`src/rtl/uart_pkg.sv`:
```
// Shared UART types: receiver FSM states and parity mode decoding.
package uart_pkg;

  typedef enum logic [2:0] {
    ST_IDLE,
    ST_START,
    ST_DATA,
    ST_PARITY,
    ST_STOP
  } uart_rx_state_t;

  typedef enum logic [1:0] {
    PAR_NONE = 2'd0,
    PAR_EVEN = 2'd1,
    PAR_ODD  = 2'd2
  } parity_t;

  // Mode 3 is reserved and behaves as no parity.
  function automatic parity_t to_parity(input logic [1:0] m);
    case (m)
      2'd1:    return PAR_EVEN;
      2'd2:    return PAR_ODD;
      default: return PAR_NONE;
    endcase
  endfunction

endpackage

```
`src/rtl/sync_fifo.sv`:
```
// Generic first-word-fall-through FIFO; a push into a full FIFO is accepted only alongside a pop.
module sync_fifo #(
  parameter int WIDTH = 10,
  parameter int DEPTH = 16
) (
  input  logic                         clk,
  input  logic                         rst,
  input  logic                         push,
  input  logic [WIDTH-1:0]             wdata,
  input  logic                         pop,
  output logic [WIDTH-1:0]             rdata,
  output logic                         full,
  output logic                         empty,
  output logic [$clog2(DEPTH+1)-1:0]   count
);
  localparam int AW = $clog2(DEPTH);
  localparam int CW = $clog2(DEPTH+1);

  logic [WIDTH-1:0] mem [DEPTH];
  logic [AW-1:0]    wptr, rptr;
  logic             do_push, do_pop;

  assign empty   = (count == '0);
  assign full    = (count == CW'(DEPTH));
  assign do_pop  = pop && !empty;
  assign do_push = push && (!full || do_pop);
  // Head is forced to zero while empty so stale storage never leaks out.
  assign rdata   = empty ? '0 : mem[rptr];

  always_ff @(posedge clk) begin
    if (rst) begin
      wptr  <= '0;
      rptr  <= '0;
      count <= '0;
    end else begin
      if (do_push) begin
        mem[wptr] <= wdata;
        wptr      <= wptr + AW'(1);
      end
      if (do_pop) rptr <= rptr + AW'(1);
      case ({do_push, do_pop})
        2'b10:   count <= count + CW'(1);
        2'b01:   count <= count - CW'(1);
        default: count <= count;
      endcase
    end
  end

endmodule

```
`src/rtl/uart_rx_fifo.sv`:
```
// UART receiver with runtime divisor/parity/stop config, per-frame error flags and an RX FIFO.
module uart_rx_fifo
  import uart_pkg::*;
#(
  parameter int DATA_W     = 8,
  parameter int DIV_W      = 16,
  parameter int FIFO_DEPTH = 16
) (
  input  logic                              clk,
  input  logic                              rst,
  input  logic                              rx,
  input  logic [DIV_W-1:0]                  div,
  input  logic [1:0]                        parity_mode,
  input  logic                              stop2,
  input  logic                              ien,
  input  logic                              ack,
  input  logic                              rd_en,
  output logic [DATA_W-1:0]                 rd_data,
  output logic                              rd_perr,
  output logic                              rd_ferr,
  output logic                              empty,
  output logic                              full,
  output logic [$clog2(FIFO_DEPTH+1)-1:0]   count,
  output logic                              overrun,
  input  logic                              clr_ovr,
  output logic                              busy,
  output logic                              irq
);
  localparam int BW = $clog2(DATA_W+1);

  uart_rx_state_t    state, state_nx;
  logic              rx_meta, rxs, rxs_prev;
  logic [DIV_W-1:0]  divl, cnt;
  logic [BW-1:0]     bitc;
  logic [DATA_W-1:0] shreg;
  parity_t           par_l;
  logic              stop2_l, stop_second, perr_r, ferr_r;
  logic              tick, push, push_ok, ovr_set;

  assign busy = (state != ST_IDLE);

  always_comb begin
    tick     = (state == ST_START) ? (cnt == {1'b0, divl[DIV_W-1:1]} - DIV_W'(1))
                                   : (cnt == divl - DIV_W'(1));
    state_nx = state;
    push     = 1'b0;
    case (state)
      ST_IDLE:   if (rxs_prev && !rxs) state_nx = ST_START;
      ST_START:  if (tick) state_nx = rxs ? ST_IDLE : ST_DATA;
      ST_DATA:   if (tick && bitc == BW'(DATA_W-1))
                   state_nx = (par_l != PAR_NONE) ? ST_PARITY : ST_STOP;
      ST_PARITY: if (tick) state_nx = ST_STOP;
      ST_STOP:   if (tick && (!stop2_l || stop_second)) begin
                   state_nx = ST_IDLE;
                   push     = 1'b1;
                 end
      default:   state_nx = ST_IDLE;
    endcase
  end

  // A pop in the same cycle frees the slot, so a full FIFO only drops without rd_en.
  assign push_ok = push && (!full || rd_en);
  assign ovr_set = push && full && !rd_en;

  always_ff @(posedge clk) begin
    if (rst) state <= ST_IDLE;
    else     state <= state_nx;
  end

  always_ff @(posedge clk) begin
    if (rst) begin
      rx_meta     <= 1'b1;
      rxs         <= 1'b1;
      rxs_prev    <= 1'b1;
      cnt         <= '0;
      divl        <= '0;
      bitc        <= '0;
      shreg       <= '0;
      par_l       <= PAR_NONE;
      stop2_l     <= 1'b0;
      stop_second <= 1'b0;
      perr_r      <= 1'b0;
      ferr_r      <= 1'b0;
    end else begin
      rx_meta  <= rx;
      rxs      <= rx_meta;
      rxs_prev <= rxs;
      if (state == ST_IDLE || tick || state_nx != state) cnt <= '0;
      else                                                cnt <= cnt + DIV_W'(1);
      case (state)
        ST_IDLE: if (rxs_prev && !rxs) begin
          divl        <= (div < DIV_W'(2)) ? DIV_W'(2) : div;
          bitc        <= '0;
          perr_r      <= 1'b0;
          ferr_r      <= 1'b0;
          stop_second <= 1'b0;
        end
        ST_START: if (tick && !rxs) begin
          par_l   <= to_parity(parity_mode);
          stop2_l <= stop2;
        end
        ST_DATA: if (tick) begin
          shreg <= {rxs, shreg[DATA_W-1:1]};
          bitc  <= bitc + BW'(1);
        end
        ST_PARITY: if (tick) perr_r <= ((^shreg) ^ rxs) != (par_l == PAR_ODD);
        ST_STOP: if (tick) begin
          ferr_r      <= ferr_r | ~rxs;
          stop_second <= 1'b1;
        end
        default: ;
      endcase
    end
  end

  always_ff @(posedge clk) begin
    if (rst)          overrun <= 1'b0;
    else if (ovr_set) overrun <= 1'b1;
    else if (clr_ovr) overrun <= 1'b0;
  end

  always_ff @(posedge clk) begin
    if (rst)                            irq <= 1'b0;
    else if (ien && (push_ok || ovr_set)) irq <= 1'b1;
    else if (ack)                       irq <= 1'b0;
  end

  sync_fifo #(.WIDTH(DATA_W+2), .DEPTH(FIFO_DEPTH)) u_fifo (
    .clk   (clk),
    .rst   (rst),
    .push  (push_ok),
    .wdata ({ferr_r | ~rxs, perr_r, shreg}),
    .pop   (rd_en),
    .rdata ({rd_ferr, rd_perr, rd_data}),
    .full  (full),
    .empty (empty),
    .count (count)
  );

endmodule

```
`config.mk`:
```
export PLATFORM = sky130hd
export DESIGN_NAME = uart_rx_fifo
export DESIGN_NICKNAME = d
export VERILOG_FILES = /design/src/rtl/uart_pkg.sv /design/src/rtl/sync_fifo.sv /design/src/rtl/uart_rx_fifo.sv
export SDC_FILE = /design/constraint.sdc
export NUM_CORES = 1
export LEC_CHECK = 0
export CORE_UTILIZATION = 55
export CTS_BUF_LIST = sky130_fd_sc_hd__clkbuf_4
export CTS_CLUSTER_DIAMETER = 40
export DETAILED_ROUTE_END_ITERATION = 7
export PLACE_DENSITY = 0.75
export SYNTH_ARGS = -nofsm -noshare
export SYNTH_HDL_FRONTEND = slang
export SYNTH_SLANG_ARGS = --single-unit
```
`constraint.sdc`:
```
create_clock -name clk -period 7.3 [get_ports clk]
set_clock_uncertainty 0.05 [all_clocks]
set_input_delay 1.46 -clock clk [delete_from_list [all_inputs] [get_ports clk]]
set_output_delay 1.46 -clock clk [all_outputs]
set_load 0.05 [all_outputs]
```
==> Yosys cells after proc, flatten, opt, wreduce, memory -nomap -nowiden <==
Memory sizes are Yosys's and may differ from the RTL's. A register that Yosys moved wholly into a read port is not among the register bits.
Index checks and enable logic that the tools add are counted.
Widths: inputs -> output; s select.
{ "op_classes": {"magnitude_cmp": 1, "reduce_logical": 39, "eq_ne": 19, "muxes": 34, "add_sub_neg": 8, "bitwise_logic": 3} }
{ "ops": {"columns": ["operator", "count"], "rows": [
  ["$eq 16x16->1", 2],
  ["$mux 3", 6],
  ["$add 16x1->16 const B", 1],
  ["$lt 16x2->1 const B", 1],
  ["$mux 16", 1],
  ["$mux 4", 4],
  ["$sub 15x1->16 const B", 1],
  ["$sub 16x1->16 const B", 1],
  ["$pmux 3 s5", 1],
  ["$mux 1", 14],
  ["$reduce_bool 2->1", 7],
  ["$add 4x1->4 const B", 3],
  ["$logic_and 1x1->1", 10],
  ["$mux 10", 1],
  ["$pmux 5 s2", 1],
  ["$reduce_and 3->1", 3],
  ["$pmux 4 s2", 1],
  ["$reduce_xor 8->1", 1],
  ["$eq 2x2->1 const B", 3],
  ["$eq 3x2->1 const B", 2],
  ["$logic_or 1x1->1", 6],
  ["$ne 2x2->1 const B", 3],
  ["$pmux 1 s2", 3],
  ["$reduce_and 2->1", 3],
  ["other kinds (20)", 25]
]} }
{ "word_totals": {"elab_cells": 123, "out_inout_bits": 20, "inputBits": 26, "regBits": 71, "mem_bits_rw": 160, "n_memories": 1} }
{ "mem_list": {"columns": ["name", "depth", "word_bits", "rd", "rd_ports_with_merged_regs", "write_ports", "line", "rtl"], "rows": [
  ["u_fifo.mem", 16, 10, 1, 1, 1, "sync_fifo.sv:19", "logic [WIDTH-1:0] mem [DEPTH];"]
]} }

==> Longest topological paths before layout <==
{ "depth": {"word_depth": 11, "mapped_depth": 25, "ltp_nobuf": 20} }

==> Modules after synthesis <==
Synthesis repeated with hierarchy kept, for this count alone.
{ "unflattened": {"hier_cells": 881, "hier_area_um2": 11089.4} }
{ "modules_own_cells": {"columns": ["mod", "area_per_inst_um2", "seq_area_each_um2", "cells_each", "n_inst"], "rows": [
  ["sync_fifo", 7155.6, 5144.9, 379, 1],
  ["uart_rx_fifo", 3933.8, 1161.1, 502, 1]
]} }

==> Least setup slack after synthesis <==
Ideal clock, no wire load.
{ "synth_path": {"path_kind": "reg2reg", "start": "register state[2]", "end": "register u_fifo.count[4]", "required_time_ns": 7.180, "period_less_slack_ns": 5.610, "stages_incl_launch_ff": 23, "arrival_ns": 5.489, "setup_slack_ns": 1.690, "setup_time_ns": 0.070, "path_buffers": 4, "cell_sequence": "dfxtp_1 > buf_2 > or3b_1 > buf_2 > buf_6 > and2_1 > a21oi_1 > ha_1 > or4b_1 > a2111oi_4 > nand2_1 > xnor2_1 > nor4_1 > nand3_2 > or4b_4 > clkbuf_1 > ha_1 > ha_1 > a21o_1 > a21oi_1 > xnor2_1 > or3_1 > a21oi_1"} }
{ "synth_via": {"elab_chain_cells": 9, "word_cells_on_any_way": 12} }
{ "synth_rtl": {"columns": ["item", "line", "rtl"], "rows": [
  ["start: declaration", "uart_rx_fifo.sv:31", "uart_rx_state_t state, state_nx;"],
  ["start signal: assignment", "uart_rx_fifo.sv:67", "else state <= state_nx;"],
  ["$eq 3x1->1", "uart_rx_fifo.sv:43", "tick = (state == ST_START) ? (cnt == {1'b0, divl[DIV_W-1:1]} - DIV_W'(1))"],
  ["$mux 1", "uart_rx_fifo.sv:43", null],
  ["$logic_and 1x1->1", "uart_rx_fifo.sv:53", "ST_STOP: if (tick && (!stop2_l || stop_second)) begin"],
  ["$mux 1", "uart_rx_fifo.sv:53", null],
  ["$mux 1 *", "uart_rx_fifo.sv:47", "case (state)"],
  ["$logic_and 1x1->1 *", "uart_rx_fifo.sv:62", "assign push_ok = push && (!full || rd_en);"],
  ["$logic_and 1x1->1 *", "sync_fifo.sv:26", "assign do_push = push && (!full || do_pop);"],
  ["$eq 2x1->1 / $eq 2x2->1 (equally long branches)", "sync_fifo.sv:41", "case ({do_push, do_pop})"],
  ["$pmux 5 s2 / $reduce_bool 2->1 (equally long branches)", null, null],
  ["end signal: assignment", "sync_fifo.sv:42", "2'b10: count <= count + CW'(1);"],
  ["end signal: assignment", "sync_fifo.sv:43", "2'b01: count <= count - CW'(1);"],
  ["end signal: assignment", "sync_fifo.sv:44", "default: count <= count;"],
  ["end: declaration", "sync_fifo.sv:14", "output logic [$clog2(DEPTH+1)-1:0] count"]
]} }
Every way passes the cells marked *; elsewhere a longest branch is shown, timed or not.
A chain may end at the register's enable or synchronous reset.

==> Final worst setup path <==
{ "layout_path": {"start": "register state[0]", "end": "register u_fifo.count[4]"} }
The elaborated chain is that of the path after synthesis.

==> flow_summary.ini <==
[cells_and_area]
drive_gt1_frac = 0.2036
nNetsFinal = 887
finished_cell_area_mm2 = 0.01182
layout-area-overhead-vs-synth_pct = 13.03
fillerInstances = 1419

[routing]
routed_wl_um = 22330
wl_cell_um = 19.86
dr_iter_0_viols = 428
ant_nets = 0
drt-pass1-iter-count = 5
num_vias = 6552
avg_vias_per_cell = 5.829
drc = 0

[clock_tree]
clk_transition_reported_paths_ns = 0.07
tritoncts_clock_tree = built
cts_num_sinks = 235
ctsHtreeMaxLevel = 2
clock_insertion_delay_worst_skew_ns = 0.65
cts_setup_buffers = 0
cts_made_buffers = 55
clk_path_buf_depth = 3
post_cts.resized_instances = 0
ctsHoldBuffers = 0
clk_root_buffer_cell = sky130_fd_sc_hd__clkbuf_4

[floorplan]
die_w_um = 139.9
die_height_um = 139.9
die_area_mm2 = 0.01957
core_area_mm2 = 0.01864
initial_utilization = 0.5610
std_cell_rows = 50
ios = 46

[grt]
grt_max_degree = 50
wire_length_of_the_first_global_routing_pass_um = 35270
grt-ovfl-total = 0
via_count_of_the_first_global_routing_pass = 6667
initial_antenna_violation_count = 1
grt.total_usage = 0.2376

[setup_path]
setup.worst_path.class = flip-flop to flip-flop
critical_path.endpoint_type = flip-flop
timing.critical_path.fanout_max = 24
required_time_of_the_worst_setup_path_ns = 7.83
startpoint_type = flip-flop
crit_arrival_ns = 6.85

[synth]
total_number_of_yosys_warnings = 0
synth_top_family_by_area = multiplexers
post_synth_inst_count = 775
syn_area_per_cell_um2 = 13.50
async_flop_share = 0
synth_cell_type_count = 67
dominantRegCellSynth = sky130_fd_sc_hd__edfxtp_1
synth-compound-area-share = 0.05096
netlist.top_cell.by_area = sky130_fd_sc_hd__edfxtp_1
ys_top_cells_by_area = sky130_fd_sc_hd__edfxtp_1, sky130_fd_sc_hd__dfxtp_1, sky130_fd_sc_hd__mux4_2, sky130_fd_sc_hd__xnor2_1, sky130_fd_sc_hd__nor2_1
synth_mux_area_frac = 0.1318
synth.yosys.seq_area_share = 0.6029
yosys_register_bits = 235
yosys.area_share.adder = 0.01627
count_of_flip_flops_with_a_built_in_enable_after_synthesis = 160
synth-xor-area-share = 0.04438
post-synth-top-area-fraction = 0.4594
area_of_the_mapped_netlist_mm2 = 0.01046
synth_simple_gate_area_share = 0.1268
synth_fp_nets = 814

[status]
status = finished, final reports clean

[power_and_ir_drop]
clock_power_share = 0.397
cellPowerDensity_mw_per_mm2 = 215.4
p_sw_frac = 0.2234
power.switching_mw = 0.5687
max-vdd-ir-drop_v = 0.0001204
comb_power_share = 0.046
power_leakage_nw = 3.907
power_frac_seq = 0.557
p_int_mw = 1.977

[sta]
finalSetupViolCount = 0
timing_worst_slew_pin_value_ns = 1.108
maximum_achievable_frequency_mhz = 158.4
fin_crit_ns = 6.312
rsz0062_at_grt = false
fin_setup_tns_ns = 0
final_min_period_over_clock_period = 0.8646
max-slew-margin-rel = 0.2596
final.hold.worst_slack_ns = 0.3701
final-max-slew-violation-count = 0
final_hold_viol_count = 0

[place]
dp.final_hpwl_um = 14730
placement.io_buffers = 45
gp_congestion = 0.8506
post_dp_area_mm2 = 0.01113

[run]
maxCapViolations = 0

[worst_hold_path]
holdCritPathClass = flip-flop to flip-flop
metal layers:
layer	wire length (um)	global-route usage
met4	665	0.1041
met5	0	0
met3	1093	0.03966
met2	11610	0.4213
met1	8952	0.2860
worst paths after layout:
check	slack, ns	endpoint	cells past startpoint	start
worst max-delay path	0.99	u_fifo.count[4]	20	state[0]
worst min-delay path	0.37	rxs	1	rx_meta
worst max register to register	0.99	u_fifo.count[4]	20	state[0]
worst min register to register	0.37	rxs	1	rx_meta
critical path, cell delays in order, from the launching register on:
cell,delay [ns]
sky130_fd_sc_hd__dfxtp_1,0.47
sky130_fd_sc_hd__or3b_1,0.75
sky130_fd_sc_hd__and2_1,0.33
sky130_fd_sc_hd__a21oi_1,0.22
sky130_fd_sc_hd__ha_1,0.26
sky130_fd_sc_hd__or4b_1,0.59
sky130_fd_sc_hd__a2111oi_4,0.37
sky130_fd_sc_hd__nand2_1,0.11
sky130_fd_sc_hd__xnor2_1,0.14
sky130_fd_sc_hd__nor4_1,0.42
sky130_fd_sc_hd__nand3_2,0.24
sky130_fd_sc_hd__or4b_4,0.70
sky130_fd_sc_hd__ha_1,0.29
sky130_fd_sc_hd__inv_1,0.13
sky130_fd_sc_hd__fa_1,0.23
sky130_fd_sc_hd__inv_1,0.05
sky130_fd_sc_hd__a21o_1,0.15
sky130_fd_sc_hd__a21oi_1,0.19
sky130_fd_sc_hd__xnor2_1,0.11
sky130_fd_sc_hd__or3_1,0.31
sky130_fd_sc_hd__a21oi_1,0.14
kinds of logic (layout without fill, tap and decap cells):
kind of cell,Yosys count,in the layout
muxes,75,75
other,0,1
and+or+nand+nor,252,252
xor gates and xnor gates,53,53
AOI/OAI and AO/OA,81,81
DFF,235,235
adders and majority gates,13,13
buffers and inverters,66,180
placed cells by master (no fill, tap or decap), types with 8 or more instances in the layout:
cell	count
sky130_fd_sc_hd__mux4_2	50
sky130_fd_sc_hd__nor2b_1	17
sky130_fd_sc_hd__nand3_1	17
sky130_fd_sc_hd__nor3_1	23
sky130_fd_sc_hd__o21ai_0	8
sky130_fd_sc_hd__clkinv_1	13
sky130_fd_sc_hd__nor4_1	9
sky130_fd_sc_hd__inv_1	17
sky130_fd_sc_hd__nand2b_1	11
sky130_fd_sc_hd__nor2_1	65
sky130_fd_sc_hd__buf_4	20
sky130_fd_sc_hd__mux2i_1	23
sky130_fd_sc_hd__dfxtp_1	74
sky130_fd_sc_hd__clkbuf_4	82
sky130_fd_sc_hd__a21oi_1	42
sky130_fd_sc_hd__xnor2_1	30
sky130_fd_sc_hd__clkdlybuf4s50_1	44
sky130_fd_sc_hd__nand2_1	59
sky130_fd_sc_hd__ha_1	12
sky130_fd_sc_hd__xor2_1	23
sky130_fd_sc_hd__edfxtp_1	160
area by class of cell:
cell class	instances	area [um^2]	share of cell area
Antenna cell	1	2.502	0.0002117
Clock buffer	82	615.6	0.05207
Clock inverter	16	71.32	0.006033
Inverter	17	63.81	0.005398
Multi-Input combinational cell	474	3872	0.3276
Sequential cell	235	6307	0.5336
Tap cell	234	292.8	0.02477
Timing Repair Buffer	65	595.6	0.05038
synth_stat cells, types with 3 or more instances:
cell type	count
sky130_fd_sc_hd__nand3_1	17
sky130_fd_sc_hd__buf_1	8
sky130_fd_sc_hd__mux4_2	50
sky130_fd_sc_hd__and3_1	4
sky130_fd_sc_hd__nand4_1	6
sky130_fd_sc_hd__a21o_1	4
sky130_fd_sc_hd__a21oi_1	42
sky130_fd_sc_hd__nor2b_1	17
sky130_fd_sc_hd__nor4_1	9
sky130_fd_sc_hd__inv_1	17
sky130_fd_sc_hd__dfxtp_1	75
sky130_fd_sc_hd__a31oi_1	3
sky130_fd_sc_hd__xor2_1	23
sky130_fd_sc_hd__ha_1	12
sky130_fd_sc_hd__nor2_1	65
sky130_fd_sc_hd__nand2_1	59
sky130_fd_sc_hd__buf_2	6
sky130_fd_sc_hd__nor3_2	3
sky130_fd_sc_hd__nand3b_1	5
sky130_fd_sc_hd__or2_2	6
sky130_fd_sc_hd__edfxtp_1	160
sky130_fd_sc_hd__nor3_1	23
sky130_fd_sc_hd__nand2b_1	11
sky130_fd_sc_hd__clkbuf_1	28
sky130_fd_sc_hd__mux2i_1	23
sky130_fd_sc_hd__o21ai_0	8
sky130_fd_sc_hd__or3_1	6
sky130_fd_sc_hd__buf_4	4
sky130_fd_sc_hd__or4_1	3
sky130_fd_sc_hd__xnor2_1	30
state kept, by name, summed over array words and instances (netlist names), named ones only:
signal and cells:
perr_r 1, ferr_r 1, divl 16, shreg 8, rx_meta 1, cnt 16, overrun 1, u_fifo.mem 160
stop_second 1, u_fifo.count 5, u_fifo.wptr 4, par_l 2, irq 1, u_fifo.rptr 4, state 3, rxs_prev 1
bitc 4, stop2_l 1, rxs 1
power by group through the flow:
stage	Sequential, mW	Combinational [mW]	Clock (mW)
finish	1.42	0.117	1.01
global route	1.42	0.128	1.11
CTS	1.42	0.117	1.04
detailed placement	1.45	0.117	0
global placement	1.45	0.113	0
floorplan	1.44	0.0896	0
stage by stage:
| stage | util | std cells | power [mW] | setup WS (ns) |
|---|---|---|---|---|
| finish | 0.6341 | 1124 | 2.546 | 0.9881 |
| detailed placement | 0.5971 | 1025 | 1.563 | 1.079 |
| CTS | 0.6340 | 1123 | 2.574 | 1.017 |
| global placement | 0.5971 | 1025 | 1.560 | 1.280 |
| global route | 0.6341 | 1124 | 2.651 | 0.4330 |
| floorplan | - | 775 | 1.531 | 1.690 |
No activity file was read; power rests on OpenSTA's default activity.
